**config.mk**
```make
export PLATFORM = sky130hd
export DESIGN_NAME = uart_serial_port
export DESIGN_NICKNAME = d
export VERILOG_FILES = /design/src/rtl/uart_serial_port_pkg.sv /design/src/rtl/sync_fifo.sv /design/src/rtl/uart_serial_port.sv
export SDC_FILE = /design/constraint.sdc
export NUM_CORES = 1
export LEC_CHECK = 0
export BUFFER_PORTS_ARGS = -buffer_cell sky130_fd_sc_hd__buf_2
export CAP_MARGIN = 0
export CORE_MARGIN = 10
export CORE_UTILIZATION = 45
export CTS_CLUSTER_SIZE = 28
export DETAILED_ROUTE_END_ITERATION = 16
export PLACE_DENSITY = 0.66
export SLEW_MARGIN = 20
export SYNTH_ARGS = -nofsm -noshare
export SYNTH_HDL_FRONTEND = slang
export SYNTH_SLANG_ARGS = --single-unit
```
**constraint.sdc**
```tcl
create_clock -name clk -period 2.9 [get_ports clk]
set_input_delay 0.29 -clock clk [delete_from_list [all_inputs] [get_ports clk]]
set_output_delay 0.29 -clock clk [all_outputs]
set_load 0.05 [all_outputs]
```
**src/rtl/uart_serial_port_pkg.sv**
```systemverilog
`default_nettype none
// ============================================================================
// Module      : uart_serial_port_pkg
// Description : Shared definitions for the 8N1 UART. The TX and RX state
//               encodings and the data width of one frame.
// Revision    : 1.0 - initial release
// ============================================================================
package uart_serial_port_pkg;

    // Both FSMs use the same four-state sequence.
    typedef enum logic [1:0] {
        ST_IDLE  = 2'd0,
        ST_START = 2'd1,
        ST_DATA  = 2'd2,
        ST_STOP  = 2'd3
    } uart_state_t;

    localparam int c_frame_bits = 8;

endpackage
`default_nettype wire

```
**src/rtl/sync_fifo.sv**
```systemverilog
`default_nettype none
// ============================================================================
// Module      : sync_fifo
// Description : Single-clock FIFO with registered storage. pop_data is the
//               head entry and is stable while the FIFO is not empty.
//               Storage resets to zero so pop_data reads 0 out of reset.
// Ports       : clk, reset (sync, active-high), push/push_data, pop/pop_data,
//               full, empty, count
// Revision    : 1.0 - initial release
// ============================================================================
module sync_fifo #(
    parameter int WIDTH = 8,
    parameter int DEPTH = 4
) (
    input  logic                       clk,
    input  logic                       reset,
    input  logic                       push,
    input  logic [WIDTH-1:0]           push_data,
    input  logic                       pop,
    output logic [WIDTH-1:0]           pop_data,
    output logic                       full,
    output logic                       empty,
    output logic [$clog2(DEPTH):0]     count
);

    localparam int c_ptr_w = $clog2(DEPTH);
    localparam int c_cnt_w = c_ptr_w + 1;

    logic [WIDTH-1:0]   r_mem [DEPTH];
    logic [c_ptr_w-1:0] r_wr_ptr;
    logic [c_ptr_w-1:0] r_rd_ptr;
    logic [c_cnt_w-1:0] r_count;
    logic               w_do_push;
    logic               w_do_pop;

    assign full     = (r_count == c_cnt_w'(DEPTH));
    assign empty    = (r_count == '0);
    assign count    = r_count;
    assign pop_data = r_mem[r_rd_ptr];

    // A pop frees a slot in the same cycle, so a push on full is accepted
    // when it coincides with a pop.
    assign w_do_pop  = pop && !empty;
    assign w_do_push = push && (!full || w_do_pop);

    always_ff @(posedge clk) begin
        if (reset) begin
            r_wr_ptr <= '0;
            r_rd_ptr <= '0;
            r_count  <= '0;
            for (int i = 0; i < DEPTH; i++) begin
                r_mem[i] <= '0;
            end
        end else begin
            if (w_do_push) begin
                r_mem[r_wr_ptr] <= push_data;
                r_wr_ptr        <= r_wr_ptr + c_ptr_w'(1);
            end
            if (w_do_pop) begin
                r_rd_ptr <= r_rd_ptr + c_ptr_w'(1);
            end
            if (w_do_push && !w_do_pop) begin
                r_count <= r_count + c_cnt_w'(1);
            end else if (!w_do_push && w_do_pop) begin
                r_count <= r_count - c_cnt_w'(1);
            end
        end
    end

endmodule
`default_nettype wire

```
**src/rtl/uart_serial_port.sv**
```systemverilog
`default_nettype none
// ============================================================================
// Module      : uart_serial_port
// Description : 8N1 UART. TX serialises handshaked bytes onto serial_out;
//               RX synchronises serial_in, samples mid-bit and queues bytes
//               in a sync_fifo. Sticky overrun / framing error flags.
// Ports       : clk, reset (sync, active-high)
//               serial_in / serial_out        - line side, idle high
//               tx_data, tx_valid, tx_ready    - TX byte handshake
//               rx_data, rx_valid, rx_ready    - RX FIFO head / pop
//               rx_overrun, rx_frame_err       - sticky error flags
//               err_clr                        - clears both flags
// Revision    : 1.0 - initial release
// ============================================================================
module uart_serial_port
    import uart_serial_port_pkg::*;
#(
    parameter int CLKS_PER_BIT = 16,
    parameter int RX_DEPTH     = 4
) (
    input  logic       clk,
    input  logic       reset,
    input  logic       serial_in,
    output logic       serial_out,
    input  logic [7:0] tx_data,
    input  logic       tx_valid,
    output logic       tx_ready,
    output logic [7:0] rx_data,
    output logic       rx_valid,
    input  logic       rx_ready,
    output logic       rx_overrun,
    output logic       rx_frame_err,
    input  logic       err_clr
);

    localparam int                 c_cnt_w     = $clog2(CLKS_PER_BIT);
    localparam logic [c_cnt_w-1:0] c_bit_last  = c_cnt_w'(CLKS_PER_BIT - 1);
    localparam logic [c_cnt_w-1:0] c_half_last = c_cnt_w'(CLKS_PER_BIT / 2 - 1);
    localparam logic [c_cnt_w-1:0] c_ready_pt  = c_cnt_w'(CLKS_PER_BIT - 2);
    localparam logic [2:0]         c_last_bit  = 3'(c_frame_bits - 1);

    // ------------------------------------------------------------------ TX
    uart_state_t        r_tx_state;
    logic [c_cnt_w-1:0] r_tx_cnt;
    logic [2:0]         r_tx_bit;
    logic [7:0]         r_tx_shift;
    logic               r_serial_out;
    logic               r_tx_ready;
    logic               w_tx_accept;

    assign serial_out  = r_serial_out;
    assign tx_ready    = r_tx_ready;
    assign w_tx_accept = tx_valid && r_tx_ready;

    always_ff @(posedge clk) begin
        if (reset) begin
            r_tx_state   <= ST_IDLE;
            r_tx_cnt     <= '0;
            r_tx_bit     <= '0;
            r_tx_shift   <= '0;
            r_serial_out <= 1'b1;
            r_tx_ready   <= 1'b1;
        end else begin
            case (r_tx_state)
                ST_IDLE: begin
                    if (w_tx_accept) begin
                        r_tx_shift   <= tx_data;
                        r_serial_out <= 1'b0;
                        r_tx_ready   <= 1'b0;
                        r_tx_cnt     <= '0;
                        r_tx_state   <= ST_START;
                    end
                end
                ST_START: begin
                    if (r_tx_cnt == c_bit_last) begin
                        r_tx_cnt     <= '0;
                        r_tx_bit     <= '0;
                        r_serial_out <= r_tx_shift[0];
                        r_tx_shift   <= {1'b0, r_tx_shift[7:1]};
                        r_tx_state   <= ST_DATA;
                    end else begin
                        r_tx_cnt <= r_tx_cnt + c_cnt_w'(1);
                    end
                end
                ST_DATA: begin
                    if (r_tx_cnt == c_bit_last) begin
                        r_tx_cnt <= '0;
                        if (r_tx_bit == c_last_bit) begin
                            r_serial_out <= 1'b1;
                            r_tx_state   <= ST_STOP;
                        end else begin
                            r_tx_bit     <= r_tx_bit + 3'd1;
                            r_serial_out <= r_tx_shift[0];
                            r_tx_shift   <= {1'b0, r_tx_shift[7:1]};
                        end
                    end else begin
                        r_tx_cnt <= r_tx_cnt + c_cnt_w'(1);
                    end
                end
                ST_STOP: begin
                    // Ready is raised one cycle early so a new byte can be
                    // accepted in the last stop cycle, giving gapless frames.
                    if (r_tx_cnt == c_bit_last) begin
                        r_tx_cnt <= '0;
                        if (w_tx_accept) begin
                            r_tx_shift   <= tx_data;
                            r_serial_out <= 1'b0;
                            r_tx_ready   <= 1'b0;
                            r_tx_state   <= ST_START;
                        end else begin
                            r_tx_state <= ST_IDLE;
                        end
                    end else begin
                        if (r_tx_cnt == c_ready_pt) begin
                            r_tx_ready <= 1'b1;
                        end
                        r_tx_cnt <= r_tx_cnt + c_cnt_w'(1);
                    end
                end
                default: r_tx_state <= ST_IDLE;
            endcase
        end
    end

    // ------------------------------------------------------------------ RX
    logic               r_sync1;
    logic               r_sync2;
    logic               r_rx_prev;
    uart_state_t        r_rx_state;
    logic [c_cnt_w-1:0] r_rx_cnt;
    logic [2:0]         r_rx_bit;
    logic [7:0]         r_rx_shift;
    logic               r_rx_wait_high;
    logic               w_stop_sample;
    logic               w_push;
    logic               w_frame_evt;
    logic               w_pop;
    logic               w_full;
    logic               w_empty;
    logic               w_overrun_evt;
    logic [$clog2(RX_DEPTH):0] w_rx_count_unused;
    logic               r_overrun;
    logic               r_frame_err;

    assign w_stop_sample = (r_rx_state == ST_STOP) && !r_rx_wait_high
                           && (r_rx_cnt == c_bit_last);
    assign w_push        = w_stop_sample && r_sync2;
    assign w_frame_evt   = w_stop_sample && !r_sync2;
    assign w_pop         = rx_ready && !w_empty;
    assign w_overrun_evt = w_push && w_full && !w_pop;

    always_ff @(posedge clk) begin
        if (reset) begin
            r_sync1        <= 1'b1;
            r_sync2        <= 1'b1;
            r_rx_prev      <= 1'b1;
            r_rx_state     <= ST_IDLE;
            r_rx_cnt       <= '0;
            r_rx_bit       <= '0;
            r_rx_shift     <= '0;
            r_rx_wait_high <= 1'b0;
        end else begin
            r_sync1   <= serial_in;
            r_sync2   <= r_sync1;
            r_rx_prev <= r_sync2;
            case (r_rx_state)
                ST_IDLE: begin
                    if (r_rx_prev && !r_sync2) begin
                        r_rx_cnt   <= '0;
                        r_rx_state <= ST_START;
                    end
                end
                ST_START: begin
                    // Half a bit in: a high line means the edge was a glitch.
                    if (r_rx_cnt == c_half_last) begin
                        r_rx_cnt <= '0;
                        r_rx_bit <= '0;
                        r_rx_state <= r_sync2 ? ST_IDLE : ST_DATA;
                    end else begin
                        r_rx_cnt <= r_rx_cnt + c_cnt_w'(1);
                    end
                end
                ST_DATA: begin
                    if (r_rx_cnt == c_bit_last) begin
                        r_rx_cnt   <= '0;
                        r_rx_shift <= {r_sync2, r_rx_shift[7:1]};
                        if (r_rx_bit == c_last_bit) begin
                            r_rx_state <= ST_STOP;
                        end else begin
                            r_rx_bit <= r_rx_bit + 3'd1;
                        end
                    end else begin
                        r_rx_cnt <= r_rx_cnt + c_cnt_w'(1);
                    end
                end
                ST_STOP: begin
                    // After a bad stop bit, hold here until the line idles so
                    // a low line is not mistaken for a new start bit.
                    if (r_rx_wait_high) begin
                        if (r_sync2) begin
                            r_rx_wait_high <= 1'b0;
                            r_rx_state     <= ST_IDLE;
                        end
                    end else if (r_rx_cnt == c_bit_last) begin
                        r_rx_cnt <= '0;
                        if (r_sync2) begin
                            r_rx_state <= ST_IDLE;
                        end else begin
                            r_rx_wait_high <= 1'b1;
                        end
                    end else begin
                        r_rx_cnt <= r_rx_cnt + c_cnt_w'(1);
                    end
                end
                default: r_rx_state <= ST_IDLE;
            endcase
        end
    end

    // Sticky flags: a new event in the same cycle as err_clr wins.
    always_ff @(posedge clk) begin
        if (reset) begin
            r_overrun   <= 1'b0;
            r_frame_err <= 1'b0;
        end else begin
            r_overrun   <= w_overrun_evt || (r_overrun && !err_clr);
            r_frame_err <= w_frame_evt || (r_frame_err && !err_clr);
        end
    end

    assign rx_overrun   = r_overrun;
    assign rx_frame_err = r_frame_err;
    assign rx_valid     = !w_empty;

    sync_fifo #(
        .WIDTH (c_frame_bits),
        .DEPTH (RX_DEPTH)
    ) u_rx_fifo (
        .clk       (clk),
        .reset     (reset),
        .push      (w_push),
        .push_data (r_rx_shift),
        .pop       (w_pop),
        .pop_data  (rx_data),
        .full      (w_full),
        .empty     (w_empty),
        .count     (w_rx_count_unused)
    );

endmodule
`default_nettype wire

```
Word level (Yosys, flattened, before mapping)
Memories as Yosys holds them, arrays and structs flattened. A register that Yosys moved wholly into a read port is not among the register bits.
Index checks and enable logic that the tools add are counted.
{"block": "classes", "n_addsub": 8, "n_reduce_logical": 44, "muxes": 63, "eq_ne": 27}
{"cell": "$mux 8", "count": 6}
{"cell": "$mux 2", "count": 16}
{"cell": "$pmux 8 s4", "count": 1}
{"cell": "$mux 3", "count": 8}
{"cell": "$mux 4", "count": 6}
{"cell": "$ne 2x2->1 const B", "count": 12}
{"cell": "$mux 1", "count": 18}
{"cell": "$pmux 2 s4", "count": 2}
{"cell": "$pmux 4 s4", "count": 1}
{"cell": "$logic_and 1x1->1", "count": 15}
{"cell": "$eq 4x4->1 const B", "count": 3}
{"cell": "$pmux 3 s2", "count": 2}
{"cell": "$reduce_and 4->1", "count": 3}
{"cell": "$reduce_and 5->1", "count": 2}
{"cell": "$add 3x1->3 const B", "count": 3}
{"cell": "$eq 3x3->1 const B", "count": 3}
{"cell": "$add 4x1->4 const B", "count": 2}
{"cell": "$eq 2x2->1 const B", "count": 4}
{"cell": "$logic_not 1->1", "count": 8}
{"cell": "$pmux 4 s2", "count": 1}
{"cell": "$reduce_bool 2->1", "count": 4}
{"cell": "$reduce_or 8->1", "count": 1}
{"cell": "$reduce_and 2->1", "count": 3}
{"cell": "$add 2x1->2 const B", "count": 2}
{"cell": "other kinds (12)", "count": 16}
{"block": "word_totals", "elab_cells": 162, "ff_bits": 49, "ram_bits": 32, "output_inout_bits": 13, "n_memories": 1}
{"memory": "u_rx_fifo.r_mem", "words": 4, "word_bits": 8, "rd": 1, "rd_clocked_by_memory_dff": 1, "wr": 4, "line": "sync_fifo.sv:29", "source": "logic [WIDTH-1:0] r_mem [DEPTH];"}

Longest topological paths before layout
Gate-level depths: netlist of run 1.
{"block": "logic_depth", "word_depth": 11, "mapped_depth": 9}

By module
From an unflattened synthesis of run 1, not the netlist that was laid out.
{"block": "unflattened", "hier_cells": 357, "hier_area_um2": 3947.5}
{"mod": "uart_serial_port", "n_inst": 1, "area_per_inst_um2": 2109.5, "cells_each": 232}
{"mod": "sync_fifo", "n_inst": 1, "area_per_inst_um2": 1838.0, "cells_each": 125}

Worst setup path before layout of run 1
OpenSTA, ideal clock, no wires.
{"block": "synth_timing", "path_type": "register -> register", "start": "register r_rx_state[0]", "end": "register u_rx_fifo.r_count[2] (netlist: u_rx_fifo.count[2])", "t_arrival_ns": 2.325, "slack_ns": 0.504, "stages_incl_launch_ff": 10, "period_less_slack_ns": 2.396, "n_path_buf": 1, "cell_sequence": "dfxtp_1 -> buf_2 -> nand3_1 -> nor4_2 -> ha_1 -> inv_1 -> fa_1 -> xor2_1 -> or3_1 -> a21oi_1"}
{"block": "synth_between", "elab_chain_cells": 8}
{"element": "start: declaration", "line": "uart_serial_port.sv:129", "source": "uart_state_t r_rx_state;"}
{"element": "start signal: assignment", "line": "uart_serial_port.sv:178", "source": "r_rx_state <= r_sync2 ? ST_IDLE : ST_DATA;"}
{"element": "$eq 2x2->1 (*)", "line": "uart_serial_port.sv:145", "source": "assign w_stop_sample = (r_rx_state == ST_STOP) && !r_rx_wait_high"}
{"element": "$logic_and 1x1->1 (*)", "line": "uart_serial_port.sv:145"}
{"element": "$logic_and 1x1->1 (*)", "line": "uart_serial_port.sv:146", "source": "&& (r_rx_cnt == c_bit_last);"}
{"element": "$logic_and 1x1->1 (*)", "line": "uart_serial_port.sv:147", "source": "assign w_push = w_stop_sample && r_sync2;"}
{"element": "$logic_and 1x1->1 (*)", "line": "sync_fifo.sv:44", "source": "assign w_do_push = push && (!full || w_do_pop);"}
{"element": "via u_rx_fifo.w_do_push", "line": "sync_fifo.sv:33", "source": "logic w_do_push;"}
{"element": "$logic_not 1->1", "line": "sync_fifo.sv:64", "source": "end else if (!w_do_push && w_do_pop) begin"}
{"element": "$logic_and 1x1->1", "line": "sync_fifo.sv:64"}
{"element": "$reduce_bool 2->1 (no line)"}
{"element": "end signal: assignment", "line": "sync_fifo.sv:63", "source": "r_count <= r_count + c_cnt_w'(1);"}
{"element": "end signal: assignment", "line": "sync_fifo.sv:65", "source": "r_count <= r_count - c_cnt_w'(1);"}
{"element": "end: declaration", "line": "sync_fifo.sv:32", "source": "logic [c_cnt_w-1:0] r_count;"}
The timed path passes the listed nets; every way through them passes the cells marked *.
A chain may end at the register's enable or synchronous reset.

Final worst setup path of run 1
Ends and elaborated chain as after synthesis.

==> results of run 1 <==
through the flow:
stage / instance area [µm²] / setup WS (ps) / total power [W] / hold slack [ps]
2_1_floorplan: 3780 / 504 / 0.00248 / 389
3_3_place_gp: 3990 / 568 / 0.00266 / 402
3_5_place_dp: 3990 / 501 / 0.00269 / 397
4_1_cts: 4200 / 480 / 0.00355 / 104
5_1_grt: 4200 / 274 / 0.00374 / 116
6_report: 4200 / 476 / 0.00353 / 118
final cells by class:
| class | count | area, µm² |
|---|---|---|
| Clock inverter | 7 | 85.1 |
| Inverter | 9 | 33.8 |
| Timing Repair Buffer | 29 | 153 |
| Tap cell | 105 | 131 |
| Sequential cell | 83 | 1980 |
| Multi-Input combinational cell | 248 | 1690 |
| Fill cell | 739 | 4020 |
| Clock buffer | 9 | 124 |
layer usage:
layer  vias up  GRT usage, %
met5         -             0
met4         0          4.71
met3        10          3.22
met2        57          18.8
met1      1284          14.8
li1       1327             -
power groups by stage:
stage	clock (W)	combinational [W]	sequential, W
after detailed placement	0	0.00115	0.00154
after floorplan	0	0.000982	0.00150
after global placement	0	0.00113	0.00153
after global routing	0.000932	0.00127	0.00154
final	0.000874	0.00115	0.00151
after CTS	0.000891	0.00115	0.00151
logic make-up after synthesis:
family	after synthesis	share of synthesized area (%)
muxes	29	10.4
AOI/OAI and AO/OA	59	11.3
xor gates and xnor gates	5	1.16
DFF	83	52.4
buffers and inverters	26	2.81
adders and majority gates	13	4.50
and+or+nand+nor	142	17.5
flip-flops by register name, indices dropped and copies added, names as in the netlist, 2 cells and up, named ones only:
signal              flops
u_rx_fifo.r_mem        32
r_rx_shift              8
r_tx_shift              8
r_rx_cnt                4
r_tx_cnt                4
r_rx_bit                3
r_tx_bit                3
u_rx_fifo.count         3
r_tx_state              2
u_rx_fifo.r_rd_ptr      2
u_rx_fifo.r_wr_ptr      2
final timing paths:
check | endpoint | slack [ps]
max | u_rx_fifo.count[2]$_SDFFE_PP0P_ | 480
min reg2reg | r_sync2$_SDFF_PP1_ | 420
max reg2reg | u_rx_fifo.count[2]$_SDFFE_PP0P_ | 480
min | r_sync1$_SDFF_PP1_ | 120
cells in the final DEF (no fill, tap or decap), drive strengths merged, types with 9 or more instances in the layout:
cell type | synthesis | routed
mux2i | 19 | 19
edfxtp | 32 | 32
nor2 | 80 | 80
a21oi | 11 | 11
dfxtp | 51 | 51
ha | 12 | 12
nand3 | 9 | 9
inv | 9 | 11
nand2 | 22 | 22
buf | 9 | 29
clkbuf | 8 | 9
worst max-delay path: cells and delay by family, from the launching register on:
family	cells	cell delay [ps]
adders and majority gates	2	600
xor gates and xnor gates	1	150
buffers and inverters	1	60
AOI/OAI and AO/OA	1	140
DFF	1	600
and+or+nand+nor	3	810
==> impl_metrics.ini, run 1 <==
[power_and_ir_drop]
combinational_power_share_pct = 32.5
seq_power_share_pct = 42.8
power_leakage_nw = 1.53
intPower_w = 0.00222
power_density_mw_per_mm2 = 841
clock_network_power_share_pct = 24.8
irDropWorstVdd_uv = 450
net-switching-power_w = 0.00131
power.share.switching_pct = 37.0

[detailed_routing]
wl_um = 7360
drt_drc_violations_left = 0
dr_wl_met3_um = 355
drtPass1Iterations = 4
routed_metal_1_wire_length_um = 3490
vias = 2678
met2RoutedLength_um = 3420
drt-wirelength-per-cell_um = 15.0
ant_nets = 0
drtIter0Drc = 111
viasPerCell = 5.47
highest-signal-layer = met4

[logic_synthesis]
synth-async-reset-ratio_pct = 0
ys_warn_count = 0
synth-seq-cells = 83
synth.top_cells.by_count = nor2_1 (80), dfxtp_1 (51), edfxtp_1 (32), nand2_1 (22), mux2i_1 (19)
synthesis.area_mm2 = 0.00378
synthesized_instance_count = 357
synthTopCellsByArea = dfxtp_1 (27%), edfxtp_1 (25%), nor2_1 (7.9%)
synthDominantCellAreaShare_pct = 27.0
synth_top_area_cell = dfxtp_1
mappedNetlistNets = 384
post-synth-top-count-cell = nor2_1
synth_edf_count = 32
yosysSeqAreaShare_pct = 52.4
synth_area_per_cell_um2 = 10.6
number_of_different_library_cells_in_the_post_synthesis_netlist = 56
dominant_synthesized_flop_cell = dfxtp_1

[placed_design]
routability_congestion_estimate_from_global_placement = 0.782
post-place-cells = 474
detailedPlacementHpwl_um = 4980
port_buffers = 26

[cts]
cts_setup_buffers = 0
post_cts_resized = 0
htree_levels = 3
cts_root_buf = clkbuf_8
clk_path_buf_depth = 2
worst_skew_pair.late_latency_ps = 360
cts_made_buffers = 9
clkSinkCount = 83
ctsHoldBuffers = 0
clock_tree_from_tritoncts = yes
clkSlewWorstSetupHoldPaths_ps = 90

[floorplan]
count_of_boundary_i_o_pins = 27
floorplan.die.height_um = 112
floorplan.initialDensity_pct = 46.0
fp.coreArea_mm2 = 0.00822
rows = 33
dieWidth_um = 112
die_area_mm2 = 0.0125

[grt]
combined_global_route_utilization_of_all_metal_layers_pct = 11.8
number_of_antenna_violations_at_the_first_check_in_global_routing = 0
grt_start_max_net_pins = 50
grt_overflow_total = 0
global_route_wire_length_before_repair_um = 12500
number_of_global_route_vias_before_repair = 2622

[sta]
fin_skew_ps = 13.6
timing.final.crit_share_pct = 83.6
relSlewSlack_pct = 57.6
timing_hold_violations_final = 0
final.setup.tns_ps = 0
timing.fmax_mhz = 413
grt_setup_unrepaired = no
setup_violations = 0
period_needed_ps = 2420
final_max_slew_viol_count = 0
worst_margin_pin_slew_ps = 637

[run_status]
run_status = finished, final reports clean

[finish]
layout.nets = 407
post-route-util_pct = 51.1
insertedDiodeCount = 0
final_cell_count_no_fill = 490
final_layout_size_suffix_gt1_share_pct = 17.7
area.growth.synth_to_final_pct = 11.1

[min_path]
hp-start = serial_in
path_class_of_the_lowest_slack_min_delay_path = input port to flip-flop
hold-path-cell-count = 2

[worst_setup_path]
reg2reg_launch_point = r_rx_state[0]$_SDFFE_PP0P_
worst_setup_path_startpoint = r_rx_state[0]$_SDFFE_PP0P_
worst_path_max_delay_cell = dfxtp_1
timing.critical_path.slowest_cell_delay_ps = 600
end_kind = flip-flop
critPathRequiredTime_ps = 3180
timing.setup.critical_path_class = flip-flop to flip-flop
wp_data_arrival_ps = 2710
critical_path.startpoint_type = flip-flop
crit_chain = nand3_1 -> nor4_2 -> ha_1 -> inv_1 -> fa_1 -> xor2_1 -> or3_1 -> a21oi_1
timing.reg2reg.worst_path_depth = 8
cp_max_fo = 15

[job]
max_cap_violations = 0
No activity file was read; power rests on OpenSTA's default activity.
==> inputs of run 2 (changes only) <==
- PLACE_DENSITY: 0.66 -> 0.69
- clock period: 2.9 -> 2.1 ns (I/O delays scaled with it)
==> impl_metrics.ini, run 2 (same netlist as run 1, synthesis figures left out) <==
[worst_setup_path]
end_kind = flip-flop
critical_path.startpoint_type = flip-flop
cp_max_fo = 5
timing.setup.critical_path_class = flip-flop to flip-flop
reg2reg_slack_ps = -60
crit_chain = nor4b_1 -> buf_4 -> nor4_4 -> ha_2 -> inv_2 -> fa_2 -> xor2_1 -> or3_1 -> a21oi_2
worst_path_max_delay_cell = or3_1
critical-path-top-delay-family = simple AND/OR/NAND/NOR gates
critical_path_buf_inv_count = 2
timing.critical_path.slowest_cell_delay_ps = 350
critPathRequiredTime_ps = 2370
wp_data_arrival_ps = 2430

[floorplan]
floorplan.initialDensity_pct = 46.0
fp.coreArea_mm2 = 0.00822
count_of_boundary_i_o_pins = 27
rows = 33
floorplan.die.height_um = 112
dieWidth_um = 112
die_area_mm2 = 0.0125

[detailed_routing]
drt_drc_violations_left = 0
viasPerCell = 5.41
drtIter0Drc = 111
wl_um = 7370
drt-wirelength-per-cell_um = 14.4
ant_nets = 0
vias = 2759
drtPass1Iterations = 4

[finish]
leading_cell_types_in_the_layout_fill_and_taps_excluded = nor2_1 (80), dfxtp_1 (46), edfxtp_1 (32)
final_layout_size_suffix_gt1_share_pct = 24.9
most_flops_register = u_rx_fifo.r_mem
largest_register_ff_count = 32
mostFrequentLayoutCell = nor2_1
biggest_registers_after_layout = u_rx_fifo.r_mem: 32 flops, r_rx_shift: 8 flops, r_tx_shift: 8 flops
insertedDiodeCount = 0
layout.nets = 427
area.growth.synth_to_final_pct = 16.8

[sta]
timing.final.crit_share_pct = 103
final_max_slew_viol_count = 0
timing_hold_violations_final = 0
final_critical_path_setup_slack_ps = -61.6
period_needed_ps = 2160
setup_violations = 1
fin_worst_hold_slack_ps = 55.9
worst_margin_pin_slew_ps = 551
grt_setup_unrepaired = yes
timing.fmax_mhz = 463
relSlewSlack_pct = 62.9
fin_skew_ps = 8.35

[cts]
ctsHoldBuffers = 0
htree_levels = 3
clock_tree_from_tritoncts = yes
cts_root_buf = clkbuf_8
clkSinkCount = 83
cts_made_buffers = 9
worst_skew_pair.late_latency_ps = 350
clkSlewWorstSetupHoldPaths_ps = 80
clk_path_buf_depth = 2

[placed_design]
port_buffers = 26
detailedPlacementHpwl_um = 5200
routability_congestion_estimate_from_global_placement = 0.784

[grt]
grt.met3_usage_pct = 3.65
grt_start_max_net_pins = 50
number_of_global_route_vias_before_repair = 2677
grt_overflow_total = 0
grt.met1_usage_pct = 14.7
grt_most_used_layer = met2
combined_global_route_utilization_of_all_metal_layers_pct = 12.0
global_route.usage.met2_pct = 19.5
number_of_antenna_violations_at_the_first_check_in_global_routing = 0
global_route_wire_length_before_repair_um = 12600

[power_and_ir_drop]
net-switching-power_w = 0.00180
combinational_power_share_pct = 35.9
power.share.switching_pct = 35.1
power_leakage_nw = 1.64
report.power.total_w = 0.00514
power_density_mw_per_mm2 = 1160
intPower_w = 0.00333
irDropWorstVdd_uv = 584
seq_power_share_pct = 39.6
clock_network_power_share_pct = 24.5

[run_status]
failing_checks = negative setup slack
run_status = finished with violations

[job]
max_cap_violations = 0

[min_path]
path_class_of_the_lowest_slack_min_delay_path = input port to flip-flop
-- run 2: cell type report --
cell class,count,area [µm²]
Multi-Input combinational cell,248,1740
Tap cell,105,131
Inverter,9,33.8
Sequential cell,83,1990
Clock buffer,9,124
Clock inverter,7,101
Timing Repair Buffer,49,303
Fill cell,701,3800
-- run 2: repair_timing --
item | in CTS | in global routing
resized for setup | 4 | 3
buffers inserted | 1 | 0
hold endpoints to repair | 0 | 0
pin swaps | 2 | 2
endpoints found under the setup margin | 1 | 10
-- run 2: per-layer routing --
layer,wire [µm],part of all wire (%)
met1,3290,45
met2,3620,49
met3,342,4.6
met4,121,1.6
met5,0,0
-- run 2: metrics by stage --
stage	TNS, ps	util, %	instances	setup slack (ps)	area (µm²)
finish	-61.6	53.8	510	-61.6	4420
global route	-188	53.8	510	-159	4420
CTS	-70.1	53.6	510	-70.1	4410
detailed placement	-124	50.7	493	-124	4170
global placement	-16.8	50.7	493	-16.8	4170
floorplan	-95.2	-	357	-95.2	3820
-- run 2: path summary, 6_finish.rpt --
check | from | end | cells after the start
worst max-delay path | u_rx_fifo.count[2]$_SDFFE_PP0P_ | u_rx_fifo.count[2]$_SDFFE_PP0P_ | 9
worst min-delay path | serial_in | r_sync1$_SDFF_PP1_ | 2
worst max register to register | u_rx_fifo.count[2]$_SDFFE_PP0P_ | u_rx_fifo.count[2]$_SDFFE_PP0P_ | 9
worst min register to register | r_sync1$_SDFF_PP1_ | r_sync2$_SDFF_PP1_ | 1
-- run 2: power groups by stage --
stage                     clock network (W)  registers [W]  logic, W
after global placement                    0        0.00205   0.00179
after global routing                0.00137        0.00206   0.00202
after floorplan                           0        0.00208   0.00139
after detailed placement                  0        0.00206   0.00184
final                               0.00126        0.00203   0.00184
after CTS                           0.00128        0.00203   0.00186
==> inputs of run 3 (changes only) <==
- HOLD_SLACK_MARGIN: not set -> 0.06
- PLACE_DENSITY: 0.69 -> not set
==> impl_metrics.ini, run 3 (same netlist as run 1, synthesis figures left out) <==
[run_status]
run_status = finished with violations
failing_checks = negative setup slack

[finish]
most_flops_register = u_rx_fifo.r_mem
mostFrequentLayoutCell = nor2_1
final_layout_size_suffix_gt1_share_pct = 26.6
final_area_mm2 = 0.00444
insertedDiodeCount = 0
area.growth.synth_to_final_pct = 17.4
layout.nets = 432
largest_register_ff_count = 32
fill_cells = 727
leading_cell_types_in_the_layout_fill_and_taps_excluded = nor2_1 (80), dfxtp_1 (44), edfxtp_1 (32)
biggest_registers_after_layout = u_rx_fifo.r_mem: 32 flops, r_rx_shift: 8 flops, r_tx_shift: 8 flops

[sta]
setup_violations = 1
period_needed_ps = 2110
timing.final.crit_share_pct = 101
fin_skew_ps = 6.90
timing_hold_violations_final = 0
final.setup.tns_ps = -12.4
grt_setup_unrepaired = yes
worst_margin_pin_slew_ps = 566
final_max_slew_viol_count = 0
relSlewSlack_pct = 62.1
timing.fmax_mhz = 473
final_critical_path_setup_slack_ps = -12.4

[power_and_ir_drop]
irDropWorstVdd_uv = 667
power_density_mw_per_mm2 = 1130
power_leakage_nw = 1.66

[floorplan]
dieWidth_um = 112
die_area_mm2 = 0.0125
floorplan.die.height_um = 112
floorplan.initialDensity_pct = 46.0
rows = 33
count_of_boundary_i_o_pins = 27
fp.coreArea_mm2 = 0.00822

[min_path]
hold-path-cell-count = 2
hp-start = reset
path_class_of_the_lowest_slack_min_delay_path = input port to flip-flop
hold_end = u_rx_fifo.r_wr_ptr[0]$_SDFFE_PP0P_

[cts]
clkSinkCount = 83
worst_skew_pair.late_latency_ps = 350
htree_levels = 3
clkSlewWorstSetupHoldPaths_ps = 80
cts_made_buffers = 9
clk_path_buf_depth = 2
clock_tree_from_tritoncts = yes
cts_root_buf = clkbuf_8

[grt]
grt_overflow_total = 0
combined_global_route_utilization_of_all_metal_layers_pct = 12.0
grt.met1_usage_pct = 15.6
grt_most_used_layer = met2
grt_start_max_net_pins = 32
global_route.usage.met2_pct = 18.6
global_route_wire_length_before_repair_um = 12700
number_of_global_route_vias_before_repair = 2615
grt.met3_usage_pct = 3.22
number_of_antenna_violations_at_the_first_check_in_global_routing = 0

[worst_setup_path]
worst_path_max_delay_cell = dfxtp_2
critPathRequiredTime_ps = 2380
critical_path_buf_inv_count = 2
worst_setup_path_startpoint = u_rx_fifo.count[2]$_SDFFE_PP0P_
crit_chain = nor4b_1 -> buf_4 -> nor4_4 -> ha_2 -> inv_2 -> fa_2 -> xor2_1 -> or3_1 -> a21oi_2
cp_max_fo = 5
critical-path-top-delay-family = simple AND/OR/NAND/NOR gates
timing.critical_path.slowest_cell_delay_ps = 340
timing.setup.critical_path_class = flip-flop to flip-flop
reg2reg_slack_ps = -10
critical_path.startpoint_type = flip-flop
reg2reg_launch_point = u_rx_fifo.count[2]$_SDFFE_PP0P_
timing.reg2reg.worst_path_depth = 9
worst_r2r_endpoint = u_rx_fifo.count[2]$_SDFFE_PP0P_
end_kind = flip-flop
wp_data_arrival_ps = 2390

[detailed_routing]
wl_um = 7440
ant_nets = 0
drtIter0Drc = 123
drt_drc_violations_left = 0
viasPerCell = 5.24
drtPass1Iterations = 4
vias = 2701
drt-wirelength-per-cell_um = 14.4

[placed_design]
dpl_cell_area_mm2 = 0.00418
routability_congestion_estimate_from_global_placement = 0.752
detailedPlacementHpwl_um = 5140
port_buffers = 26

[job]
max_cap_violations = 0
run 3: cell type report:
class                      count  area (µm²)  share of cell area, %
sequential                    83        1990                   44.8
multi-input combinational    248        1740                   39.3
clock buffer                   9         124                   2.79
tap                          105         131                   2.96
inverter                       9        33.8                  0.761
clock inverter                 7        75.1                   1.69
timing repair buffer          54         343                   7.72
run 3: worst reg2reg max path: cells and delay by family, from the launching register on:
kind / cells / cell delay [ps]
flip-flops: 1 / 340
AND/OR/NAND/NOR: 3 / 700
adder cells (fa/ha/maj): 2 / 560
AO/OA/AOI/OAI: 1 / 120
buffers and inverters: 2 / 180
XOR/XNOR: 1 / 150
run 3: routing by layer:
layer	vias to the layer above	share of wire [%]
li1	1385	-
met1	1270	49
met2	36	46
met3	10	3.7
met4	0	1.9
met5	-	0
run 3: stage by stage:
step / util [%] / hold WS [ps] / setup WS [ps] / std cells / total power (W)
finish: 54.0 / 112 / -12.4 / 515 / 0.00503
global route: 54.0 / 132 / -153 / 515 / 0.00536
detailed placement: 50.9 / 396 / -58.2 / 495 / 0.00391
global placement: 50.9 / 394 / 9.55 / 495 / 0.00388
CTS: 53.6 / 104 / -44.3 / 514 / 0.00507
floorplan: - / 314 / -95.2 / 357 / 0.00347
run 3: report_power, final:
group | leakage (nW) | switching (W) | internal (W)
Clock | 0.100 | 0.000590 | 0.000557
Combinational | 0.807 | 0.00106 | 0.000796
Sequential | 0.749 | 0.000153 | 0.00188
Total | 1.66 | 0.00180 | 0.00323
run 3: repair_timing:
item                                    4_1_cts  5_1_grt
gates resized for setup                       1       10
endpoints found under the setup margin        1       12
buffers inserted                              2        1
endpoints found under the hold margin         1        0
gates cloned                                  0        0
hold buffers                                  1        0
pin swaps                                     2        4
run 3: worst max-delay path by stage:
| stage | endpoint | slack, ps | cells after the start |
|---|---|---|---|
| 2_1_floorplan | u_rx_fifo.count[2]$_SDFFE_PP0P_ | -100 | 9 |
| 3_3_place_gp | u_rx_fifo.count[2]$_SDFFE_PP0P_ | 10 | 9 |
| 3_5_place_dp | u_rx_fifo.count[2]$_SDFFE_PP0P_ | -60 | 9 |
| 4_1_cts | u_rx_fifo.count[2]$_SDFFE_PP0P_ | -40 | 9 |
| 5_1_grt | u_rx_fifo.count[2]$_SDFFE_PP0P_ | -150 | 9 |
| 6_report | u_rx_fifo.count[2]$_SDFFE_PP0P_ | -10 | 9 |
